## src/rtl/pipe_rate_ctrl.sv

```systemverilog
// PIPE rate/width/PCLK change sequencer: drives Rate/Width/PCLKRate for a target
// generation, runs the PclkChangeOk/Ack handshake and collects per-lane PhyStatus.
module pipe_rate_ctrl #(
  parameter int LANESNUMBER    = 16,
  parameter int MAXGEN         = 5,
  parameter int GEN1_PIPEWIDTH = 8,
  parameter int GEN2_PIPEWIDTH = 8,
  parameter int GEN3_PIPEWIDTH = 8,
  parameter int GEN4_PIPEWIDTH = 8,
  parameter int GEN5_PIPEWIDTH = 8,
  parameter int TIMEOUT_CYCLES = 4096
) (
  input  logic                   CLK,
  input  logic                   reset,
  input  logic                   req_valid,
  input  logic [2:0]             req_gen,
  input  logic [LANESNUMBER-1:0] lane_en,
  input  logic                   PclkChangeOk,
  input  logic [LANESNUMBER-1:0] PhyStatus,
  output logic [3:0]             Rate,
  output logic [1:0]             Width,
  output logic [4:0]             PCLKRate,
  output logic                   PclkChangeAck,
  output logic [2:0]             cur_gen,
  output logic                   busy,
  output logic                   done,
  output logic                   reject,
  output logic                   timeout_err,
  output logic [1:0]             state_dbg
);

  // Handshake: req_valid is a single-cycle strobe sampled only while busy is low;
  // there is no ready, a request seen while busy is dropped. done/reject/timeout_err
  // are one-cycle pulses. PclkChangeAck is held high from Ok until completion.

  typedef enum logic [1:0] {
    S_IDLE     = 2'd0,
    S_DRIVE    = 2'd1,
    S_WAIT_OK  = 2'd2,
    S_WAIT_PHY = 2'd3
  } state_t;

  localparam int CW = (TIMEOUT_CYCLES > 1) ? $clog2(TIMEOUT_CYCLES) : 1;
  localparam logic [CW-1:0] CNT_LAST = CW'(TIMEOUT_CYCLES - 1);
  localparam logic [2:0] MAXGEN_L = 3'(MAXGEN);

  function automatic bit valid_w(input int w);
    return (w == 8) || (w == 16) || (w == 32);
  endfunction

  localparam bit WIDTHS_OK = valid_w(GEN1_PIPEWIDTH) && valid_w(GEN2_PIPEWIDTH) &&
                             valid_w(GEN3_PIPEWIDTH) && valid_w(GEN4_PIPEWIDTH) &&
                             valid_w(GEN5_PIPEWIDTH);

  if (!WIDTHS_OK) begin : g_bad_width
    $error("pipe_rate_ctrl: every GENg_PIPEWIDTH must be 8, 16 or 32");
  end
  if (MAXGEN < 1 || MAXGEN > 5) begin : g_bad_maxgen
    $error("pipe_rate_ctrl: MAXGEN must be in 1..5");
  end
  if (TIMEOUT_CYCLES < 1) begin : g_bad_timeout
    $error("pipe_rate_ctrl: TIMEOUT_CYCLES must be at least 1");
  end

  function automatic logic [1:0] enc_w(input int w);
    return (w == 32) ? 2'd2 : (w == 16) ? 2'd1 : 2'd0;
  endfunction

  function automatic logic [1:0] width_of(input logic [2:0] g);
    logic [1:0] r;
    case (g)
      3'd2:    r = enc_w(GEN2_PIPEWIDTH);
      3'd3:    r = enc_w(GEN3_PIPEWIDTH);
      3'd4:    r = enc_w(GEN4_PIPEWIDTH);
      3'd5:    r = enc_w(GEN5_PIPEWIDTH);
      default: r = enc_w(GEN1_PIPEWIDTH);
    endcase
    return r;
  endfunction

  // Wider data path at the same line rate means a proportionally slower PCLK.
  function automatic logic [4:0] pclk_of(input logic [2:0] g);
    return {2'b00, g} + 5'd1 - {3'b000, width_of(g)};
  endfunction

  function automatic logic [3:0] rate_of(input logic [2:0] g);
    return {1'b0, g - 3'd1};
  endfunction

  state_t                 state_q, state_d;
  logic [2:0]             tgt_q, tgt_d;
  logic [3:0]             rate_q, rate_d, sv_rate_q, sv_rate_d;
  logic [1:0]             width_q, width_d, sv_width_q, sv_width_d;
  logic [4:0]             pclk_q, pclk_d, sv_pclk_q, sv_pclk_d;
  logic                   ack_q, ack_d;
  logic [2:0]             cur_gen_q, cur_gen_d;
  logic                   done_q, done_d;
  logic                   reject_q, reject_d;
  logic                   tout_q, tout_d;
  logic [LANESNUMBER-1:0] ps_seen_q, ps_seen_d, ps_all;
  logic [CW-1:0]          cnt_q, cnt_d;

  // Current-cycle PhyStatus counts toward completion, not just the sticky bits.
  assign ps_all = ps_seen_q | PhyStatus;

  always_comb begin
    state_d    = state_q;
    tgt_d      = tgt_q;
    rate_d     = rate_q;
    width_d    = width_q;
    pclk_d     = pclk_q;
    sv_rate_d  = sv_rate_q;
    sv_width_d = sv_width_q;
    sv_pclk_d  = sv_pclk_q;
    ack_d      = ack_q;
    cur_gen_d  = cur_gen_q;
    done_d     = 1'b0;
    reject_d   = 1'b0;
    tout_d     = 1'b0;
    ps_seen_d  = ps_seen_q;
    cnt_d      = cnt_q;

    unique case (state_q)
      S_IDLE: begin
        if (req_valid) begin
          if (req_gen == 3'd0 || req_gen > MAXGEN_L) begin
            reject_d = 1'b1;
          end else if (req_gen == cur_gen_q) begin
            done_d = 1'b1;
          end else begin
            tgt_d      = req_gen;
            sv_rate_d  = rate_q;
            sv_width_d = width_q;
            sv_pclk_d  = pclk_q;
            state_d    = S_DRIVE;
          end
        end
      end
      S_DRIVE: begin
        rate_d    = rate_of(tgt_q);
        width_d   = width_of(tgt_q);
        pclk_d    = pclk_of(tgt_q);
        ps_seen_d = '0;
        cnt_d     = '0;
        state_d   = S_WAIT_OK;
      end
      S_WAIT_OK: begin
        ps_seen_d = ps_all;
        if (PclkChangeOk) begin
          ack_d   = 1'b1;
          cnt_d   = '0;
          state_d = S_WAIT_PHY;
        end else if (cnt_q == CNT_LAST) begin
          tout_d  = 1'b1;
          rate_d  = sv_rate_q;
          width_d = sv_width_q;
          pclk_d  = sv_pclk_q;
          ack_d   = 1'b0;
          cnt_d   = '0;
          state_d = S_IDLE;
        end else begin
          cnt_d = cnt_q + 1'b1;
        end
      end
      S_WAIT_PHY: begin
        ps_seen_d = ps_all;
        if (&(ps_all | ~lane_en)) begin
          ack_d     = 1'b0;
          cur_gen_d = tgt_q;
          done_d    = 1'b1;
          state_d   = S_IDLE;
        end else if (cnt_q == CNT_LAST) begin
          tout_d  = 1'b1;
          rate_d  = sv_rate_q;
          width_d = sv_width_q;
          pclk_d  = sv_pclk_q;
          ack_d   = 1'b0;
          cnt_d   = '0;
          state_d = S_IDLE;
        end else begin
          cnt_d = cnt_q + 1'b1;
        end
      end
    endcase
  end

  always_ff @(posedge CLK or posedge reset) begin
    if (reset) begin
      state_q    <= S_IDLE;
      tgt_q      <= 3'd1;
      rate_q     <= 4'd0;
      width_q    <= width_of(3'd1);
      pclk_q     <= pclk_of(3'd1);
      sv_rate_q  <= 4'd0;
      sv_width_q <= width_of(3'd1);
      sv_pclk_q  <= pclk_of(3'd1);
      ack_q      <= 1'b0;
      cur_gen_q  <= 3'd1;
      done_q     <= 1'b0;
      reject_q   <= 1'b0;
      tout_q     <= 1'b0;
      ps_seen_q  <= '0;
      cnt_q      <= '0;
    end else begin
      state_q    <= state_d;
      tgt_q      <= tgt_d;
      rate_q     <= rate_d;
      width_q    <= width_d;
      pclk_q     <= pclk_d;
      sv_rate_q  <= sv_rate_d;
      sv_width_q <= sv_width_d;
      sv_pclk_q  <= sv_pclk_d;
      ack_q      <= ack_d;
      cur_gen_q  <= cur_gen_d;
      done_q     <= done_d;
      reject_q   <= reject_d;
      tout_q     <= tout_d;
      ps_seen_q  <= ps_seen_d;
      cnt_q      <= cnt_d;
    end
  end

  assign Rate          = rate_q;
  assign Width         = width_q;
  assign PCLKRate      = pclk_q;
  assign PclkChangeAck = ack_q;
  assign cur_gen       = cur_gen_q;
  assign busy          = (state_q != S_IDLE);
  assign done          = done_q;
  assign reject        = reject_q;
  assign timeout_err   = tout_q;
  assign state_dbg     = state_q;

endmodule

```

## config.mk

```make
export PLATFORM = sky130hd
export DESIGN_NAME = pipe_rate_ctrl
export DESIGN_NICKNAME = d
export VERILOG_FILES = /design/src/rtl/pipe_rate_ctrl.sv
export SDC_FILE = /design/constraint.sdc
export NUM_CORES = 1
export LEC_CHECK = 0
export ABC_AREA = 1
export CAP_MARGIN = 0
export CORE_MARGIN = 1
export CORE_UTILIZATION = 53
export CTS_CLUSTER_DIAMETER = 120
export DETAILED_ROUTE_END_ITERATION = 8
export GPL_ROUTABILITY_DRIVEN = 0
export PLACE_DENSITY = 0.9
export RECOVER_POWER = 50
export SKIP_CTS_REPAIR_TIMING = 1
export SLEW_MARGIN = 20
export SYNTH_ARGS = -nofsm -noshare
export SYNTH_HDL_FRONTEND = slang
export SYNTH_SLANG_ARGS = --single-unit
export TNS_END_PERCENT = 5
```

## constraint.sdc

```tcl
create_clock -name CLK -period 2.25 [get_ports CLK]
set_input_delay 0.45 -clock CLK [delete_from_list [all_inputs] [get_ports CLK]]
set_output_delay 0.45 -clock CLK [all_outputs]
set_load 0.02 [all_outputs]
```

==> impl_results.md, run 1 <==
* Status: complete, but fails checks
* Violated checks: max-capacitance violations
* Leakage power at 1.996 nW
* Worst slew margin relative to its limit at 0.005582
* CTS tree: built
* Die X-Extent at 81.28 um
* Netlist area before placement at 3331 um2
* Worst-case clock buffer depth at 2
* Portion of synthesized cell area occupied by the leading cell type at 0.4358
* GRT Total Usage at 0.2634
* Post-synthesis area per instance at 8.104 um2
* Count of flip-flops with a built-in enable after synthesis at 0
* Pin count of the biggest net entering global routing at 63
* CP Max Fanout at 22
* Setup repair after global routing missed its margin: false
* WP data arrival at 2.33 ns
* Data required time at the worst endpoint at 2.48 ns
* Final worst clock skew at 0.007658 ns
* Number of levels the H-tree was split into at 3
* Asr flop ratio synth at 1.000
* Pre-CTS WS at 0.06301 ns
* Cell Chain, Critical Path: ha_1 > nand2_2 > nor2_4 > nand3_4 > nor2_8 > inv_2 > o21bai_4 > nand3_4 > nand2_1 > o21ai_2
* Largest area contributor in the netlist: sky130_fd_sc_hd__dfrtp_1
* Critical path's top delay family: simple AND/OR/NAND/NOR gates
* Post-route design area at 4187 um2
* Clock latency on the worst-skew pair at 0.35 ns
* Warning count from the yosys run at 0
* Dpl hpwl at 5.604 mm
* Count of mapped cells out of synthesis at 411
* Reg clk slew, reported paths at 0.07 ns
* Pin slew with the least headroom to its limit at 1.492 ns
* Most common cell after layout, fill and taps aside: sky130_fd_sc_hd__nand2_1
* Sequential fraction of the synthesis area at 0.4673
* Share of the clock period used by the worst path at 0.9329
* Routed length per instance at 14.09 um
* Count of unique library cells instantiated by Yosys at 37
* Area growth, synth to finish at 25.70%
* Hold Path Class: flip-flop to flip-flop
* Wire length after detailed routing at 7.862 mm
* Fmax at 476.4 MHz
* Library cell contributing the largest single delay on the critical path: sky130_fd_sc_hd__dfrtp_1
* I/O pin count at 60
* Num CTS Buffers at 9
* Ratio of routed vias to standard cells at 5.405
* Count of input and output buffers at 59
* Initial core utilization at 0.5560
* DR pass1 iterations at 6
* GR Overflow Total at 0
* Utilization of the core after routing at 0.6988
* Post-synthesis register bit count at 62
* Power density over cell area at 1101 nW/um2
* Startpoint kind of the worst setup timing path: flip-flop
* Clk sinks at 62
* Initial drt markers at 275
* Critical Path Most Common Cell: sky130_fd_sc_hd__nand3_4
* Post-synth net total at 457
* Filler Cells Inserted at 448
* Layout cell share with drive strength beyond 1 at 0.1284
* Vias in the first global route at 2,977
* Most frequent cells in the layout: sky130_fd_sc_hd__nand2_1, sky130_fd_sc_hd__dfrtp_1, sky130_fd_sc_hd__clkdlybuf4s50_1, sky130_fd_sc_hd__nor2_1, sky130_fd_sc_hd__inv_1
* Ranking of synthesized cells by area: sky130_fd_sc_hd__dfrtp_1, sky130_fd_sc_hd__nand2_1, sky130_fd_sc_hd__nor2_1
* Net count, final at 524
* Max stage delay on crit path at 0.38 ns
* Crit path setup slack, layout at 0.1509 ns
* Vertical die dimension at 81.28 um
* Number of nets with antenna violations after detailed routing at 0
* Floorplan die area at 6606 um2
* CTS Root Cell: sky130_fd_sc_hd__clkbuf_8
* Worst-case hold slack at 0.4948 ns
* Antenna violations before repair at 0
* Crit path buf inv count at 1
* Placement-stage cell area at 4031 um2
* Dominant synthesized flop cell: sky130_fd_sc_hd__dfrtp_1
* Total of max-cap violations at 1
* Fin crit period at 2.099 ns
* Row Count at 28
* Pins Over Slew Limit at 0
* Overall via count from detail_route at 3,016
* Final sum of negative setup slack at 0 ns
* Worst Setup Path Type: flip-flop to flip-flop
* Area inside the core boundary at 5991 um2
* DRC at 0
* Hold Vio Cnt, Final at 0
* Peak supply drop at 0.0008135 V
* Final setup violation count at 0
* Global-route wire length before repair at 13.13 mm
* Endpoint kind of the worst setup timing path: flip-flop
* Number of antenna cells inserted at 0
## logic make-up after synthesis
family | Yosys count | synth area share
and+or+nand+nor | 205 | 0.2787
AOI/OAI and AO/OA | 73 | 0.1311
DFF | 62 | 0.4673
buffers and inverters | 54 | 0.06649
adders and majority gates | 7 | 0.02629
xor gates and xnor gates | 5 | 0.01315
muxes | 5 | 0.01690
## per-layer routing
metal  vias up  share of wire  wire length [um]  track usage
li1       1459              -                 -            -
met1      1423           0.43              3371       0.3174
met2       115           0.49              3850       0.4458
met3        19          0.059               466      0.05506
met4         0          0.022               173       0.1268
met5         -              0                 0            0
## report_power, final
| part | switching (mW) | internal, mW | total, mW |
|---|---|---|---|
| clock | 0.436 | 0.491 | 0.926 |
| combinational | 1.27 | 0.779 | 2.04 |
| sequential | 0.214 | 1.43 | 1.64 |
## cells in the mapped netlist (3+ instances only)
master and number:
sky130_fd_sc_hd__inv_1 36, sky130_fd_sc_hd__inv_2 5, sky130_fd_sc_hd__clkbuf_1 7, sky130_fd_sc_hd__nor3_1 5, sky130_fd_sc_hd__nand4_1 4, sky130_fd_sc_hd__dfstp_2 4, sky130_fd_sc_hd__nand2_2 12, sky130_fd_sc_hd__o21ai_2 11
sky130_fd_sc_hd__xnor2_1 4, sky130_fd_sc_hd__dfrtp_1 58, sky130_fd_sc_hd__nand3_1 23, sky130_fd_sc_hd__ha_1 7, sky130_fd_sc_hd__o21ai_0 18, sky130_fd_sc_hd__a21oi_1 26, sky130_fd_sc_hd__mux2_2 3, sky130_fd_sc_hd__nand2_1 111
sky130_fd_sc_hd__nor2_1 39, sky130_fd_sc_hd__buf_2 3, sky130_fd_sc_hd__o21ai_1 10, sky130_fd_sc_hd__o21a_1 3
## registers in the layout, indices dropped and copies added (netlist names), 3 cells and up
name / flops
ps_seen_q: 16
cnt_q: 12
PCLKRate: 5
sv_pclk_q: 5
Rate: 4
sv_rate_q: 4
cur_gen: 3
tgt_q: 3
## per-stage QoR
| step | cells | total power [mW] |
|---|---|---|
| 2_1_floorplan | 411 | 3.012 |
| 4_1_cts | 558 | 4.617 |
| 3_3_place_gp | 542 | 3.597 |
| 6_report | 558 | 4.611 |
| 5_1_grt | 558 | 4.887 |
| 3_5_place_dp | 542 | 3.681 |
## layout make-up
class | count | area (um2) | area share
clock buffers | 15 | 176.4 | 0.04214
clock inverters | 1 | 5.005 | 0.001195
inverters | 42 | 157.7 | 0.03766
multi-input cells | 295 | 1543 | 0.3685
flip-flops and latches | 62 | 1556 | 0.3718
well taps | 75 | 93.84 | 0.02241
repair buffers | 68 | 654.4 | 0.1563
## final timing paths
check | startpoint | to | slack [ns] | cells after the start
setup / recovery | cnt_q[0]$_DFFE_PP0P_ | PCLKRate[2]$_DFFE_PP0P_ | 0.15 | 10
min in group asynchronous | reset | Width[1]$_DFFE_PP0P_ | 0.91 | 3
hold / removal | sv_rate_q[1]$_DFFE_PP0P_ | sv_rate_q[1]$_DFFE_PP0P_ | 0.49 | 1
max in group asynchronous | reset | cnt_q[8]$_DFFE_PP0P_ | 0.45 | 3
hold reg to reg | sv_rate_q[1]$_DFFE_PP0P_ | sv_rate_q[1]$_DFFE_PP0P_ | 0.49 | 1
setup reg to reg | cnt_q[0]$_DFFE_PP0P_ | PCLKRate[2]$_DFFE_PP0P_ | 0.15 | 10
(Power assumes the default switching activity.)
==> run 2, diff against run 1 <==
- CELL_PAD_IN_SITES_DETAIL_PLACEMENT: unset -> 0
- CELL_PAD_IN_SITES_GLOBAL_PLACEMENT: unset -> 1
- CORE_UTILIZATION: 53 -> 35
- PLACE_DENSITY: 0.9 -> 0.86
- clock period: 2.25 -> 1.7 ns (I/O delays scaled with it)
==> impl_results.md, run 2 (synthesis gave the netlist of run 1 again) <==
* Power, Total at 6.646 mW (+44%)
* Leakage power at 2.473 nW (+24%)
* DRC at 0 (unchanged)
* Final setup violation count at 5 (+5)
* Final sum of negative setup slack at -0.04560 ns (-0.04560 ns)
* Library cell contributing the largest single delay on the critical path: sky130_fd_sc_hd__clkdlybuf4s50_1
* Clock latency on the worst-skew pair at 0.35 ns (about the same)
* GRT Total Usage at 0.1810 (-0.08239)
* Fmax at 582.1 MHz
* Net count, final at 563 (+7.4%)
* Register name with the most flops: ps_seen_q
* Final worst clock skew at 0.01203 ns (+0.004370 ns)
* Crit path setup slack, layout at -0.01778 ns (-0.1687 ns)
* Endpoint kind of the worst setup timing path: flip-flop
* Ratio of routed vias to standard cells at 4.697 (-13%)
* Dpl hpwl at 6.111 mm (+9.0%)
* Number of antenna cells inserted at 0 (unchanged)
* Power density over cell area at 1401 nW/um2 (+27%)
* Worst Setup Path Type: input port to flip-flop
* Data required time at the worst endpoint at 1.94 ns (-0.54 ns)
* Vertical die dimension at 99.55 um (+22%)
* CTS tree: built
* Max stage delay on crit path at 0.40 ns (+0.02 ns)
* Worst-case clock buffer depth at 2 (unchanged)
* Number of levels the H-tree was split into at 3 (unchanged)
* Pre-CTS WS at -0.3490 ns (-0.4120 ns)
* Initial drt markers at 105 (-62%)
* WP data arrival at 1.95 ns (-0.38 ns)
* Area inside the core boundary at 9240 um2 (+54%)
* GR Overflow Total at 0 (unchanged)
* Number of nets with antenna violations after detailed routing at 0 (unchanged)
* Number of cells after detailed placement at 634 (+17%)
* Vias in the first global route at 3,126 (+5.0%)
* Share of the clock period used by the worst path at 1.010
* Utilization of the core after routing at 0.5133 (-0.1855)
* Total of max-cap violations at 0 (-1)
* Pin count of the biggest net entering global routing at 63 (unchanged)
* Clk sinks at 62 (unchanged)
* Crit path buf inv count at 2 (+1)
* Overall via count from detail_route at 3,058 (+1.4%)
* Reg clk slew, reported paths at 0.07 ns (about the same)
* Peak supply drop at 0.0007595 V (-6.6%)
* Area growth, synth to finish at 42.41%
* Violated checks: negative setup slack
* Initial core utilization at 0.3605 (-0.1955)
* Critical path's top delay family: simple AND/OR/NAND/NOR gates
* Hold Vio Cnt, Final at 0 (unchanged)
* DR pass1 iterations at 4 (-2)
* Num CTS Buffers at 9 (unchanged)
* Cell Chain, Critical Path: clkdlybuf4s50_1 > nor2_1 > nand2_1 > nand2_1 > nor2_2 > nand2_1 > nor2_2 > nand2_2 > nand2_4 > inv_2 > nand2_1 > and2_1
* Registers with the highest flip-flop counts: ps_seen_q x16, cnt_q x12
* Most frequent cells in the layout: sky130_fd_sc_hd__nand2_1, sky130_fd_sc_hd__dfrtp_1, sky130_fd_sc_hd__buf_4, sky130_fd_sc_hd__clkdlybuf4s50_1, sky130_fd_sc_hd__nor2_1
* Die X-Extent at 99.55 um (+22%)
* CTS Root Cell: sky130_fd_sc_hd__clkbuf_8
* Setup repair after global routing missed its margin: true
* Count of input and output buffers at 59 (unchanged)
* Row Count at 35 (+25%)
* CP Max Fanout at 19 (-14%)
* Layout cell share with drive strength beyond 1 at 0.2318 (+0.1034)
* Wire length after detailed routing at 8.335 mm (+6.0%)
* Pin slew with the least headroom to its limit at 0.8365 ns (-0.6551 ns)
* Routed length per instance at 12.80 um (-9.1%)
* Startpoint kind of the worst setup timing path: input port
* Filler Cells Inserted at 886 (+98%)
* Flip-flop count of the largest register, all copies and words added at 16 (unchanged)
* Fin crit period at 1.718 ns
* Global-route wire length before repair at 14.10 mm (+7.4%)
* Status: complete, but fails checks
* Worst slew margin relative to its limit at 0.4423 (+0.4368)
* Critical Path Most Common Cell: sky130_fd_sc_hd__nand2_1
* Antenna violations before repair at 0 (unchanged)
* I/O pin count at 60 (unchanged)
* Non-Filler Instances at 651 (+17%)
* Hold Path Class: flip-flop to flip-flop
* Floorplan die area at 9910 um2 (+50%)
* Pins Over Slew Limit at 0 (unchanged)
* Most common cell after layout, fill and taps aside: sky130_fd_sc_hd__nand2_1
-- run 2: cell count changes in the layout (fill, tap and decap cells not counted), moves of 4 or more --
cell | previous run | this run
sky130_fd_sc_hd__dlygate4sd3_1 | 5 | 1
sky130_fd_sc_hd__nand2_1 | 112 | 108
sky130_fd_sc_hd__clkbuf_1 | 4 | 0
sky130_fd_sc_hd__clkdlybuf4s50_1 | 53 | 40
sky130_fd_sc_hd__buf_4 | 7 | 44
sky130_fd_sc_hd__dlymetal6s2s_1 | 1 | 18
-- run 2: worst paths after layout --
path,from,to,slack (ns),cells past startpoint
max,PhyStatus[8],cnt_q[2]$_DFFE_PP0P_,-0.02,12
min,PCLKRate[1]$_DFFE_PP1P_,PCLKRate[1]$_DFFE_PP1P_,0.48,2
max reg2reg,cnt_q[1]$_DFFE_PP0P_,PCLKRate[3]$_DFFE_PP0P_,0,11
min reg2reg,PCLKRate[1]$_DFFE_PP1P_,PCLKRate[1]$_DFFE_PP1P_,0.48,2
max in group asynchronous,reset,state_dbg[0]$_DFFE_PP0P_,0.35,3
min in group asynchronous,reset,sv_pclk_q[4]$_DFFE_PP0P_,0.77,3
-- run 2: stage by stage --
| step | area [um2] | hold WS [ns] |
|---|---|---|
| finish | 4743 | 0.4849 |
| global route | 4743 | 0.5016 |
| CTS | 4662 | 0.4237 |
| detailed placement | 4457 | 0.4754 |
| global placement | 4457 | 0.4616 |
| floorplan | 3378 | 0.4514 |
-- run 2: metal layers --
layer	GRT usage	routed length (um)	vias up
met2	0.3082	4204	46
li1	-	-	1536
met4	0.07353	141	0
met1	0.2205	3678	1462
met5	0	0	-
met3	0.04287	310	14
-- run 2: cell type report --
cell class                      instances  area [um2]  share of cell area
Clock buffer                           10       137.6             0.02902
Clock inverter                          6       67.56             0.01424
Inverter                               42       171.4             0.03614
Multi-Input combinational cell        295        1613              0.3400
Sequential cell                        62        1559              0.3287
Tap cell                              129       161.4             0.03403
Timing Repair Buffer                  107        1033              0.2179
-- run 2: worst register-to-register path: cells and delay by family, from the launching register on --
| family | cells | cell delay, ns |
|---|---|---|
| fa+ha+maj | 1 | 0.17 |
| simple gates | 6 | 0.63 |
| buf+inv | 2 | 0.22 |
| compound gates | 2 | 0.18 |
| flops | 1 | 0.40 |
-- run 2: power by group --
part	switching (mW)	leakage (nW)	internal (mW)
registers	0.275	0.805	1.89
logic	1.75	1.57	1.37
clock network	0.630	0.0993	0.724
total	2.66	2.47	3.99
==> run 3, diff against run 2 <==
- CORE_ASPECT_RATIO: unset -> 1.5
- HOLD_SLACK_MARGIN: unset -> 0.05
==> impl_results.md, run 3 (synthesis gave the netlist of run 1 again) <==
* Status: complete, but fails checks
* Antenna violations before repair at 0 (unchanged)
* GR Overflow Total at 0 (unchanged)
* CTS tree: built
* Instance count along the most critical hold path at 2 (unchanged)
* Number of levels the H-tree was split into at 3 (unchanged)
* Wire length after detailed routing at 8.339 mm (about the same)
* Pins Over Slew Limit at 0 (unchanged)
* Violated checks: negative setup slack
* Net count, final at 564 (+0.18%)
* Ratio of routed vias to standard cells at 4.732 (+0.74%)
* CP Max Fanout at 9 (-10)
* Pin slew with the least headroom to its limit at 0.8454 ns (+0.008898 ns)
* End point of the worst hold path: PCLKRate[1]$_DFFE_PP1P_
* Count of input and output buffers at 59 (unchanged)
* Peak supply drop at 0.0009279 V (+22%)
* Utilization of the core after routing at 0.5203 (+0.006943)
* Fmax at 574.0 MHz (-1.4%)
* Overall via count from detail_route at 3,005 (-1.7%)
* Floorplan die area at 9918 um2 (about the same)
* Crit path setup slack, layout at -0.04223 ns (-0.02444 ns)
* Global-route wire length before repair at 13.74 mm (-2.5%)
* Depth of the worst register-to-register path at 11 (unchanged)
* Share of the clock period used by the worst path at 1.025 (+0.01438)
* Worst-case clock buffer depth at 2 (unchanged)
* Startpoint kind of the worst setup timing path: flip-flop
* Setup repair after global routing missed its margin: true
* DRC at 0 (unchanged)
* Worst min-delay path startpoint: PCLKRate[1]$_DFFE_PP1P_
* Number of nets with antenna violations after detailed routing at 0 (unchanged)
* Layout cell share with drive strength beyond 1 at 0.2275 (-0.004267)
* Hold Path Class: flip-flop to flip-flop
* Pin count of the biggest net entering global routing at 63 (unchanged)
* GRT Total Usage at 0.1862 (+0.005263)
* Beginning of the worst register-to-register path: cnt_q[1]$_DFFE_PP0P_
* Area growth, synth to finish at 44.55%
* Worst slew margin relative to its limit at 0.4364 (-0.005932)
* Total of max-cap violations at 0 (unchanged)
* WP data arrival at 1.95 ns (about the same)
* CTS Root Cell: sky130_fd_sc_hd__clkbuf_16
* Crit Reg-Reg Endpoint: PCLKRate[3]$_DFFE_PP0P_
* Most common cell after layout, fill and taps aside: sky130_fd_sc_hd__nand2_1
* Register name with the most flops: ps_seen_q
* Reg clk slew, reported paths at 0.05 ns (-0.02 ns)
* Initial core utilization at 0.3599 (-0.0005361)
* Number of antenna cells inserted at 0 (unchanged)
* Worst Setup Path Type: flip-flop to flip-flop
* Hold Vio Cnt, Final at 0 (unchanged)
* Num CTS Buffers at 9 (unchanged)
* Row Count at 43 (+23%)
* Vias in the first global route at 3,023 (-3.3%)
* Leakage power at 2.453 nW (-0.79%)
* Die X-Extent at 81.65 um (-18%)
* Initial drt markers at 176 (+68%)
* I/O pin count at 60 (unchanged)
* Clock latency on the worst-skew pair at 0.32 ns (-0.03 ns)
* Final setup violation count at 10 (+5)
* Vertical die dimension at 121.5 um (+22%)
* Clk sinks at 62 (unchanged)
* Endpoint kind of the worst setup timing path: flip-flop
* Reg-to-reg slack, setup at -0.04 ns (-0.04 ns)
* Filler Cells Inserted at 862 (-2.7%)
* Final sum of negative setup slack at -0.1857 ns (-0.1401 ns)
* Area inside the core boundary at 9254 um2 (+0.15%)
* Fin crit period at 1.742 ns (+0.02444 ns)
* Routed length per instance at 13.13 um (+2.6%)
* DR pass1 iterations at 4 (unchanged)
* Most frequent cells in the layout: sky130_fd_sc_hd__nand2_1, sky130_fd_sc_hd__dfrtp_1, sky130_fd_sc_hd__clkdlybuf4s50_1, sky130_fd_sc_hd__buf_4, sky130_fd_sc_hd__nor2_1
* Power, Total at 7.111 mW (+7.0%)
* Data required time at the worst endpoint at 1.90 ns (-0.04 ns)
* Flip-flop count of the largest register, all copies and words added at 16 (unchanged)
* Dpl hpwl at 6.146 mm (+0.56%)
* Final worst clock skew at 0.008544 ns (-0.003484 ns)
* Power density over cell area at 1477 nW/um2 (+5.4%)
* Registers with the highest flip-flop counts: ps_seen_q x16, cnt_q x12
## run 3: power breakdown
group          total (mW)  switching, mW  internal, mW
clock                1.69          0.588          1.10
sequential           2.15          0.258          1.90
combinational        3.27           1.78          1.49
total                7.11           2.63          4.48
## run 3: layout make-up
| type | count | area (um2) | area share |
|---|---|---|---|
| multi-input combinational | 295 | 1613 | 0.3350 |
| sequential | 62 | 1559 | 0.3238 |
| timing repair buffer | 108 | 1041 | 0.2162 |
| clock buffer | 15 | 277.8 | 0.05769 |
| inverter | 42 | 178.9 | 0.03716 |
| tap | 112 | 140.1 | 0.02911 |
| clock inverter | 1 | 5.005 | 0.001040 |
## run 3: metal layers
metal | wire length, um | vias up | GRT usage
li1 | - | 1538 | -
met1 | 3286 | 1399 | 0.2078
met2 | 4544 | 48 | 0.3208
met3 | 267 | 20 | 0.03459
met4 | 240 | 0 | 0.1096
met5 | 0 | - | 0
## run 3: worst max-delay path by stage
stage / from / end / slack (ns)
finish: cnt_q[1]$_DFFE_PP0P_ / PCLKRate[3]$_DFFE_PP0P_ / -0.04
global route: cnt_q[0]$_DFFE_PP0P_ / Rate[1]$_DFFE_PP0P_ / -0.12
CTS: state_dbg[0]$_DFFE_PP0P_ / busy / -0.27
detailed placement: PhyStatus[1] / cnt_q[2]$_DFFE_PP0P_ / -0.35
global placement: PhyStatus[6] / cnt_q[2]$_DFFE_PP0P_ / -0.31
floorplan: state_dbg[1]$_DFFE_PP0P_ / sv_rate_q[1]$_DFFE_PP0P_ / -0.02
## run 3: per-stage QoR
stage / setup slack, ns / hold WS [ns] / cell area (um2) / cells
after floorplan: -0.01772 / 0.4514 / 3378 / 411
after global placement: -0.3051 / 0.4620 / 4456 / 618
after detailed placement: -0.3496 / 0.4728 / 4456 / 618
after CTS: -0.2720 / 0.4610 / 4738 / 634
after global routing: -0.1246 / 0.4950 / 4815 / 635
final: -0.04223 / 0.4805 / 4815 / 635
## run 3: critical path, stage by stage (launching register included)
cell and delay (ns):
sky130_fd_sc_hd__dfrtp_1 0.37, sky130_fd_sc_hd__ha_2 0.20, sky130_fd_sc_hd__nand2_2 0.07, sky130_fd_sc_hd__nor2_4 0.12, sky130_fd_sc_hd__nand3_4 0.13, sky130_fd_sc_hd__nor2_8 0.13
sky130_fd_sc_hd__inv_4 0.05, sky130_fd_sc_hd__o21bai_4 0.12, sky130_fd_sc_hd__nand3_4 0.14, sky130_fd_sc_hd__buf_12 0.18, sky130_fd_sc_hd__nand2_1 0.07, sky130_fd_sc_hd__o21ai_2 0.05
